**src/rtl/battle_pkg.sv**
```systemverilog
// -----------------------------------------------------------------------------
// battle_pkg
// Shared encodings for the battle controller: keyboard key codes, page codes,
// player instruction opcodes and movement directions. Also provides a helper
// that maps a movement key to a direction.
// -----------------------------------------------------------------------------
package battle_pkg;

    // Keyboard key codes as delivered on the keyboard input.
    typedef enum logic [3:0] {
        KEY_NONE  = 4'd0,
        KEY_W     = 4'd1,
        KEY_S     = 4'd2,
        KEY_A     = 4'd3,
        KEY_D     = 4'd4,
        KEY_J     = 4'd5,
        KEY_K     = 4'd6,
        KEY_L     = 4'd7,
        KEY_SPACE = 4'd8
    } key_e;

    // Top-level page codes, upper nibble of the state output.
    typedef enum logic [3:0] {
        PAGE_MENU   = 4'h1,
        PAGE_DODGE  = 4'h9,
        PAGE_ATTACK = 4'hA,
        PAGE_ACTION = 4'hB
    } page_e;

    // Player instruction opcodes, upper nibble of player_instr.
    typedef enum logic [3:0] {
        OP_HPY = 4'd1,
        OP_DPY = 4'd2,
        OP_IDG = 4'd3,
        OP_SDG = 4'd4,
        OP_MOV = 4'd5,
        OP_SHP = 4'd6
    } opcode_e;

    // Movement directions carried in the second nibble of a MOV instruction.
    typedef enum logic [3:0] {
        DIR_UP    = 4'd0,
        DIR_RIGHT = 4'd1,
        DIR_DOWN  = 4'd2,
        DIR_LEFT  = 4'd3
    } dir_e;

    // Every page currently uses substage 0.
    localparam logic [3:0] SUBSTAGE_0 = 4'h0;

    typedef struct packed {
        logic valid;
        dir_e dir;
    } move_t;

    // Map a held key to a movement; valid is low for non-movement keys.
    function automatic move_t key_to_move(input logic [3:0] key);
        move_t mv;
        mv.valid = 1'b1;
        mv.dir   = DIR_UP;
        case (key)
            KEY_W:   mv.dir = DIR_UP;
            KEY_D:   mv.dir = DIR_RIGHT;
            KEY_S:   mv.dir = DIR_DOWN;
            KEY_A:   mv.dir = DIR_LEFT;
            default: mv.valid = 1'b0;
        endcase
        return mv;
    endfunction

endpackage

```
**src/rtl/key_edge.sv**
```systemverilog
// -----------------------------------------------------------------------------
// key_edge
// Registers the previous keyboard code and flags a press: a nonzero key code
// that differs from last cycle's code. Holding a key therefore yields a single
// press strobe; switching directly between two keys yields a new strobe.
//
// Ports
//   clk      input   system clock
//   rst_n    input   asynchronous active-low reset (clears key history)
//   key_i    input   current keyboard code
//   press_o  output  press strobe for the current key_i (combinational)
// -----------------------------------------------------------------------------
module key_edge
    import battle_pkg::*;
(
    input  logic       clk,
    input  logic       rst_n,
    input  logic [3:0] key_i,
    output logic       press_o
);

    logic [3:0] key_q;

    // NOTE: sequential state is written with non-blocking assignments so every
    // register samples pre-edge values regardless of process ordering.
    always_ff @(posedge clk or negedge rst_n) begin
        if (!rst_n) begin
            key_q <= KEY_NONE;
        end else begin
            key_q <= key_i;
        end
    end

    assign press_o = (key_i != KEY_NONE) && (key_i != key_q);

endmodule

```
**src/rtl/battle_controller.sv**
```systemverilog
// -----------------------------------------------------------------------------
// battle_controller
// Game flow controller for a turn-based bullet-dodge battle. The page FSM walks
// MENU -> DODGE -> ACTION -> (ATTACK | DODGE | MENU) and tracks player HP and
// accumulated monster damage. All outputs are registered.
//
// Ports
//   clk           input   system clock
//   rst_n         input   asynchronous active-low reset
//   keyboard      input   key code (0 none, W S A D J K L SPACE = 1..8)
//   tick          input   one-clk frame pulse, paces the DODGE phase
//   hit           input   bullet struck the player this cycle
//   hit_dmg       input   damage of that hit
//   atk_pass      input   attack minigame finished
//   atk_dmg       input   damage dealt to the monster
//   state         output  {page, substage}
//   player_instr  output  {opcode, dir, 0, 0}; MOV while moving in DODGE
//   is_move       output  player_instr carries a MOV
//   mon_hp        output  accumulated monster damage
//   player_hp     output  current player HP
//   win           output  one-cycle victory pulse
//   lose          output  one-cycle death pulse
// -----------------------------------------------------------------------------
module battle_controller
    import battle_pkg::*;
#(
    parameter int HP_W           = 8,
    parameter int MON_HP_MAX     = 100,
    parameter int PLAYER_HP_INIT = 20,
    parameter int HEAL_AMT       = 5,
    parameter int DODGE_TICKS    = 60
) (
    input  logic            clk,
    input  logic            rst_n,
    input  logic [3:0]      keyboard,
    input  logic            tick,
    input  logic            hit,
    input  logic [HP_W-1:0] hit_dmg,
    input  logic            atk_pass,
    input  logic [HP_W-1:0] atk_dmg,
    output logic [7:0]      state,
    output logic [15:0]     player_instr,
    output logic            is_move,
    output logic [HP_W-1:0] mon_hp,
    output logic [HP_W-1:0] player_hp,
    output logic            win,
    output logic            lose
);

    localparam int              CNT_W      = $clog2(DODGE_TICKS + 1);
    localparam logic [CNT_W-1:0] CNT_LAST  = CNT_W'(DODGE_TICKS - 1);
    localparam logic [HP_W-1:0] MON_MAX_C  = HP_W'(MON_HP_MAX);
    localparam logic [HP_W-1:0] HP_INIT_C  = HP_W'(PLAYER_HP_INIT);
    localparam logic [HP_W-1:0] HEAL_C     = HP_W'(HEAL_AMT);

    // -------------------------------------------------------------------------
    // Key press detection
    // -------------------------------------------------------------------------
    logic press;

    key_edge u_key_edge (
        .clk     (clk),
        .rst_n   (rst_n),
        .key_i   (keyboard),
        .press_o (press)
    );

    // -------------------------------------------------------------------------
    // Saturating arithmetic helpers
    // -------------------------------------------------------------------------
    function automatic logic [HP_W-1:0] sat_sub(input logic [HP_W-1:0] a,
                                                input logic [HP_W-1:0] b);
        return (a >= b) ? (a - b) : '0;
    endfunction

    function automatic logic [HP_W-1:0] sat_add(input logic [HP_W-1:0] a,
                                                input logic [HP_W-1:0] b);
        logic [HP_W:0] wide;
        wide = {1'b0, a} + {1'b0, b};
        return wide[HP_W] ? '1 : wide[HP_W-1:0];
    endfunction

    // Heal never lifts HP above the starting value.
    function automatic logic [HP_W-1:0] heal(input logic [HP_W-1:0] hp);
        logic [HP_W:0] wide;
        wide = {1'b0, hp} + {1'b0, HEAL_C};
        return (wide > {1'b0, HP_INIT_C}) ? HP_INIT_C : wide[HP_W-1:0];
    endfunction

    // -------------------------------------------------------------------------
    // Registers
    // -------------------------------------------------------------------------
    logic [3:0]      page_q,   page_d;
    logic [CNT_W-1:0] cnt_q,   cnt_d;
    logic [HP_W-1:0] mon_q,    mon_d;
    logic [HP_W-1:0] php_q,    php_d;
    logic [15:0]     instr_q,  instr_d;
    logic            move_q,   move_d;
    logic            win_q,    win_d;
    logic            lose_q,   lose_d;

    always_ff @(posedge clk or negedge rst_n) begin
        if (!rst_n) begin
            page_q  <= PAGE_MENU;
            cnt_q   <= '0;
            mon_q   <= '0;
            php_q   <= '0;
            instr_q <= '0;
            move_q  <= 1'b0;
            win_q   <= 1'b0;
            lose_q  <= 1'b0;
        end else begin
            page_q  <= page_d;
            cnt_q   <= cnt_d;
            mon_q   <= mon_d;
            php_q   <= php_d;
            instr_q <= instr_d;
            move_q  <= move_d;
            win_q   <= win_d;
            lose_q  <= lose_d;
        end
    end

    // -------------------------------------------------------------------------
    // Next-state and output logic
    // -------------------------------------------------------------------------
    move_t           mv;
    logic [HP_W-1:0] hp_hit;
    logic [HP_W-1:0] mon_sum;

    always_comb begin
        // NOTE: every variable written here gets a default first so no path
        // leaves one unassigned, which would otherwise infer a latch.
        page_d  = page_q;
        cnt_d   = cnt_q;
        mon_d   = mon_q;
        php_d   = php_q;
        instr_d = '0;
        move_d  = 1'b0;
        win_d   = 1'b0;
        lose_d  = 1'b0;
        mv      = key_to_move(keyboard);
        hp_hit  = hit ? sat_sub(php_q, hit_dmg) : php_q;
        mon_sum = sat_add(mon_q, atk_dmg);

        case (page_q)
            PAGE_MENU: begin
                if (press && keyboard == KEY_SPACE) begin
                    page_d = PAGE_DODGE;
                    mon_d  = '0;
                    php_d  = HP_INIT_C;
                    cnt_d  = '0;
                end
            end

            PAGE_DODGE: begin
                // Movement follows the held key, not the press edge.
                if (mv.valid) begin
                    instr_d = {OP_MOV, mv.dir, 8'h00};
                    move_d  = 1'b1;
                end
                // The hit lands before the tick is considered, so a fatal hit
                // on the final tick ends the game instead of reaching ACTION.
                php_d = hp_hit;
                if (hit && hp_hit == '0) begin
                    lose_d = 1'b1;
                    page_d = PAGE_MENU;
                    cnt_d  = '0;
                end else if (tick) begin
                    if (cnt_q == CNT_LAST) begin
                        page_d = PAGE_ACTION;
                        cnt_d  = '0;
                    end else begin
                        cnt_d = cnt_q + 1'b1;
                    end
                end
            end

            PAGE_ACTION: begin
                if (press) begin
                    case (keyboard)
                        KEY_J: page_d = PAGE_ATTACK;
                        KEY_K: begin
                            php_d  = heal(php_q);
                            page_d = PAGE_DODGE;
                        end
                        KEY_L: page_d = PAGE_MENU;
                        default: ;
                    endcase
                end
            end

            PAGE_ATTACK: begin
                if (atk_pass) begin
                    mon_d = mon_sum;
                    if (mon_sum > MON_MAX_C) begin
                        win_d  = 1'b1;
                        page_d = PAGE_MENU;
                    end else begin
                        page_d = PAGE_DODGE;
                    end
                end
            end

            default: page_d = PAGE_MENU;
        endcase
    end

    assign state        = {page_q, SUBSTAGE_0};
    assign player_instr = instr_q;
    assign is_move      = move_q;
    assign mon_hp       = mon_q;
    assign player_hp    = php_q;
    assign win          = win_q;
    assign lose         = lose_q;

endmodule

```
**config.mk**
```make
export PLATFORM = sky130hd
export DESIGN_NAME = battle_controller
export DESIGN_NICKNAME = d
export VERILOG_FILES = /design/src/rtl/battle_pkg.sv /design/src/rtl/key_edge.sv /design/src/rtl/battle_controller.sv
export SDC_FILE = /design/constraint.sdc
export NUM_CORES = 1
export LEC_CHECK = 0
export BUFFER_PORTS_ARGS = -buffer_cell sky130_fd_sc_hd__buf_2
export CAP_MARGIN = 20
export CORE_MARGIN = 2
export CORE_UTILIZATION = 49
export DETAILED_ROUTE_END_ITERATION = 8
export PLACE_DENSITY = 0.84
export RECOVER_POWER = 50
export SETUP_SLACK_MARGIN = 0.3
export SLEW_MARGIN = 20
export SYNTH_ARGS = -nofsm -noshare
export SYNTH_HDL_FRONTEND = slang
export SYNTH_HIERARCHICAL = 1
export SYNTH_SLANG_ARGS = --single-unit
```
**constraint.sdc**
```tcl
create_clock -name clk -period 2.3 [get_ports clk]
set_input_delay 0.69 -clock clk [delete_from_list [all_inputs] [get_ports clk]]
set_output_delay 0.69 -clock clk [all_outputs]
set_load 0.01 [all_outputs]
```
* Yosys cells after proc, flatten, opt, wreduce, memory -nomap -nowiden
Index checks and enable logic that the tools add are counted.
Storage, ports and cells: register bits 49, input port bits 25, logic and storage cells 86
Cells by class: eq/ne operators 21, mux-type cells 36, $add $sub $neg 4, reductions and logical operators 13, magnitude comparators 3
Operators with widths (count):
- two-way mux 8 bit | 9
- two-way mux 15 bit | 2
- two-way mux 4 bit | 7
- two-way mux 6 bit | 4
- case mux 8 bit (3 select lines) | 1
- equality test 4 x 3 -> 1 bit (second input constant) | 4
- equality test 4 bit (second input constant) | 4
- case mux 4 bit (4 select lines) | 1
- case mux 8 bit (2 select lines) | 1
- case mux 4 bit (3 select lines) | 1
- case mux 6 bit (2 select lines) | 1
- adder 8 x 3 -> 9 bit (second input constant) | 1
- adder 8 x 8 -> 9 bit | 1
- greater-than comparator 9 x 5 -> 1 bit (second input constant) | 1
- equality test 4 x 1 -> 1 bit (second input constant) | 2
- equality test 4 x 2 -> 1 bit (second input constant) | 2
- >= comparator 8 bit | 1
- greater-than comparator 8 x 7 -> 1 bit (second input constant) | 1
- zero test 8 bit | 1
- two-way mux 1 bit | 8
- != test 2 bit (second input constant) | 4
- subtractor 8 bit | 1
- adder 6 x 1 -> 6 bit (second input constant) | 1
- equality test 6 bit (second input constant) | 1
- other kinds (12) | 17

* Depth between registers and ports, before layout
depth in word-level cells 7, depth in mapped cells 12, depth with buffers taken out 11

* By module
The synthesis kept the hierarchy.
Modules (own cells, without submodules):
- battle_controller | area an instance 2673.8 µm², cells each 336, times used 1
- key_edge | area an instance 150.1 µm², cells each 10, times used 1

* Least setup slack after synthesis
OpenSTA, ideal clock, no wires.
path type input-to-reg, start point input hit_dmg[0], end point register cnt_q[3], data arrival time 2620 ps, cell stages on the path 11, setup slack -448 ps, required time 2172 ps, library setup time 128 ps, cells stage by stage ha_1 inv_1 fa_1 a211oi_1 nor2_1 xnor2_1 nor4_1 a41oi_2 buf_6 a31oi_1 o22ai_1
Between the ends: cells in the longest elaborated chain, start to end 7
Ends and longest elaborated chain:
- start: declaration | RTL line battle_controller.sv:38 | input logic [HP_W-1:0] hit_dmg,
- subtractor 8 bit / >= comparator 8 bit (equally long branches) | RTL line battle_controller.sv:73 | return (a >= b) ? (a - b) : '0;
- two-way mux 8 bit (*) | RTL line battle_controller.sv:73
- two-way mux 8 bit (*) | RTL line battle_controller.sv:143 | hp_hit = hit ? sat_sub(php_q, hit_dmg) : php_q;
- zero test 8 bit (*) | RTL line battle_controller.sv:165 | if (hit && hp_hit == '0) begin
- logical AND 1 bit (*) | RTL line battle_controller.sv:165
- != test 3 bit (no line) / two-way mux 6 bit (equally long branches)
- AND reduction 3 bit (no line) / case mux 6 bit (2 select lines) (equally long branches)
- end signal: assignment | RTL line battle_controller.sv:114 | cnt_q <= cnt_d;
- end: declaration | RTL line battle_controller.sv:94 | logic [CNT_W-1:0] cnt_q, cnt_d;
Mark *: on every way between the ends. The rest lies on a longest branch, timed or not. A chain may end at the register's enable or synchronous reset.

* Worst setup path after layout
start point input hit_dmg[1], end point register cnt_q[3]
The elaborated chain is that of the path after synthesis.

==> flow_summary.yaml <==
floorplanning:
  io_pins: 68
  die_area_mm2: 0.00639
  start_util_pct: 51.0
  die_x_um: 79.9
  die_h_um: 79.9
  placementRows: 27
  core_mm2: 0.00554
worst_setup_path:
  cp_slowest_cell: "or2b_2"
  critical_path_buf_inv_count: 3
  startpoint: "hit_dmg[1]"
  required_ns: 2.51
  max_stage_delay_ns: 0.35
  r2r-end: "cnt_q[3]"
  path_class: "in -> reg"
  path_max_fanout: 5
  r2r_start: "player_hp[0]"
  crit_cells: 11
  worstSetupEndpointType: "register"
  r2r_slack_ns: -0.19
  worstPathCellList: "buf_2 -> inv_1 -> ha_1 -> or2b_2 -> a21oi_1 -> a2111oi_2 -> xor2_1 -> a41oi_2 -> buf_4 -> nand2_2 -> o22ai_1"
  reg2reg_depth: 12
  arrival_ns: 2.75
  startpoint_type: "primary input"
  path_delay_family: "compound AO/OA/AOI/OAI gates"
  endpoint: "cnt_q[3]"
job:
  drv_cap: 1
power_and_ir_drop:
  combPwrFrac_pct: 61.2
  p_per_area_mw_per_mm2: 844
  switching_share_pct: 41.1
  p_int_mw: 2.01
  clockPowerShare_pct: 15.9
  vdd_ir_drop_max_v: 0.000621
  p_leak_nw: 1.94
  p_sw_mw: 1.41
  pwr-share-seq_pct: 22.8
synth:
  synth_flop_cell: "dfrtp_1"
  synth_edf_count: 0
  synth_top_cell_area_share_pct: 29.2
  ys_top_cells_by_count: "dfrtp_1, nor2_1, inv_1, o21ai_0, a21oi_1"
  yosysTopAreaCell: "dfrtp_1"
  synth_async_sr_flop_share_pct: 100
  ys_types: 61
  synth_area_leaders: "dfrtp_1, ha_1, o21ai_0"
  yosys_warnings: 6
  synth_area_mm2: 0.00282
  ys_ff_latch: 34
  syn_area_per_cell_um2: 8.16
  syn_inst: 346
  yosysMostFrequentCell: "dfrtp_1"
  yosysSeqAreaShare_pct: 30.2
clocking:
  cts_buffer_depth: 2
  cts.htree.levels: 2
  cts_tree: "yes"
  path_clk_slew_ns: 0.07
  cts-root-buf: "clkbuf_8"
  clock-sinks: 34
  clk_latency_ns: 0.30
  cts_made_buffers: 5
sta:
  finalCritPeriodShare_pct: 110
  holdWs_ns: 0.502
  final_hold_viol_count: 0
  grt_setup_unrepaired: "yes"
  min_period_ns: 2.54
  drv_slew: 35
  fmax_mhz: 394
  relSlewSlack_pct: -22.4
  setup_slack_ns: -0.236
  fin_tns_setup_ns: -1.99
  finalSetupViolCount: 15
  clock_skew_ns: 0.00380
  worst_pin_slew_ns: 1.84
finish:
  drive_gt1_share_pct: 40.4
  nets: 520
  regArea_um2: 852
  diodes: 0
  multi_input_area_mm2: 0.00199
  fillers: 390
  areaGrowthSynthToFinish_pct: 43.3
drt:
  routed_wirelength_um: 8470
  drtAntennaViolNets: 0
  via_count: 3073
  wl_per_cell_um: 15.5
  via_per_inst: 5.62
  firstDrtPassIters: 5
  drc: 0
  dr.first_iter.drc_count: 183
run_status:
  status: "finished, violations left"
  violations: "capacitance limit, slew limit, setup timing"
placement:
  place_congestion: 0.961
  port_buffers: 50
  dp_slack_ns: -0.555
  hpwl_um: 5800
grt:
  antenna_found_initial: 0
  grt_max_degree: 35
  grt_first_pass_wirelength_um: 13300
  grt_pass1_vias: 2917
  grt-ovfl-total: 0
  track_usage_pct: 26.1
worst_hold_path:
  hold_path_class: "reg -> reg"
  holdPathStages: 1
metrics by stage:
step / power [mW] / cell area [um2] / util, % / std cells
floorplan: 1.85 / 2990 / - / 362
global placement: 2.53 / 3660 / 66.1 / 527
detailed placement: 2.59 / 3660 / 66.1 / 527
CTS: 3.25 / 3950 / 71.3 / 542
global route: 3.63 / 4050 / 73.1 / 547
finish: 3.42 / 4050 / 73.1 / 547
area by class of cell:
type	instances	area share, %
inverter	29	2.69
multi-input combinational	272	49.1
tap	72	2.23
clock inverter	1	0.742
clock buffer	7	1.89
sequential	34	21.1
timing repair buffer	132	22.3
worst min path at each step:
stage                     end  startpoint  slack [ns]
global route         cnt_q[0]    cnt_q[0]        0.52
finish               cnt_q[0]    cnt_q[0]        0.50
floorplan            cnt_q[0]       rst_n        0.39
detailed placement   cnt_q[0]    cnt_q[0]        0.50
CTS                 mon_hp[6]       rst_n        0.48
global placement     cnt_q[0]    cnt_q[0]        0.48
cell usage in the layout, fill, tap and decap left out, types with 3 or more instances in the layout:
master    instances
nor2_2            5
nand3_1          11
dfrtp_1          33
mux2i_1           3
conb_1           17
buf_6             9
nor3_1            6
nand4_1           7
and3_1            6
nor2b_1           6
xnor2_1           7
o21ai_0           9
clkbuf_8          5
nand2_1          24
a21oi_1          21
o21ai_1          19
a21oi_2           6
o31ai_1           3
o21ai_2           4
o31a_1            3
inv_1            23
clkbuf_1          7
buf_2            44
xor2_1            5
ha_4              6
a31oi_1           4
inv_2             6
ha_1             13
a211oi_1          3
buf_4            73
nor2_1           26
metal layers:
| metal | vias up | wire length, um | GRT usage (%) |
|---|---|---|---|
| met5 | - | 0 | 0 |
| met4 | 0 | 261 | 9.32 |
| met3 | 23 | 404 | 4.98 |
| met2 | 130 | 4300 | 45.7 |
| met1 | 1456 | 3500 | 31.9 |
| li1 | 1464 | - | - |
worst reg2reg max path: stages, from the launching register on:
cell	delay, ns
dfrtp_1	0.39
inv_2	0.07
ha_4	0.12
inv_2	0.03
fa_2	0.34
a211oi_2	0.22
o31ai_1	0.11
a21oi_1	0.17
xor2_1	0.25
a41oi_2	0.22
buf_6	0.19
a31oi_1	0.16
o22ai_1	0.11
sequential cells by signal (all words and copies together) (netlist names):
name	count
player_instr	3
mon_hp	8
lose	1
player_hp	8
page_q	3
u_key_edge/key_q	4
cnt_q	6
win	1
kinds of logic (layout without fill, tap and decap cells):
| kind of cell | Yosys count | in the layout | synth area share, % |
|---|---|---|---|
| AND/OR/NAND/NOR | 117 | 117 | 21.2 |
| AO/OA/AOI/OAI | 100 | 100 | 22.6 |
| buffers and inverters | 56 | 169 | 10.7 |
| flip-flops | 34 | 34 | 30.2 |
| adder cells (fa/ha/maj) | 21 | 21 | 9.84 |
| XOR/XNOR | 14 | 14 | 4.34 |
| multiplexers | 3 | 3 | 1.06 |
| other | 1 | 17 | 0.133 |
timing repair:
item	CTS	global route
gates resized for setup	36	18
pin swaps	23	18
endpoints found under the setup margin	26	26
buffers inserted	6	5
hold buffers	0	0
gates cloned	1	0
power groups by stage:
stage / sequential, mW / clock, mW / combinational [mW]
finish: 0.781 / 0.544 / 2.09
global route: 0.793 / 0.578 / 2.26
CTS: 0.777 / 0.553 / 1.92
detailed placement: 0.789 / 0 / 1.80
global placement: 0.783 / 0 / 1.75
floorplan: 0.814 / 0 / 1.03
Note: power is estimated with default switching activity, not from simulation.
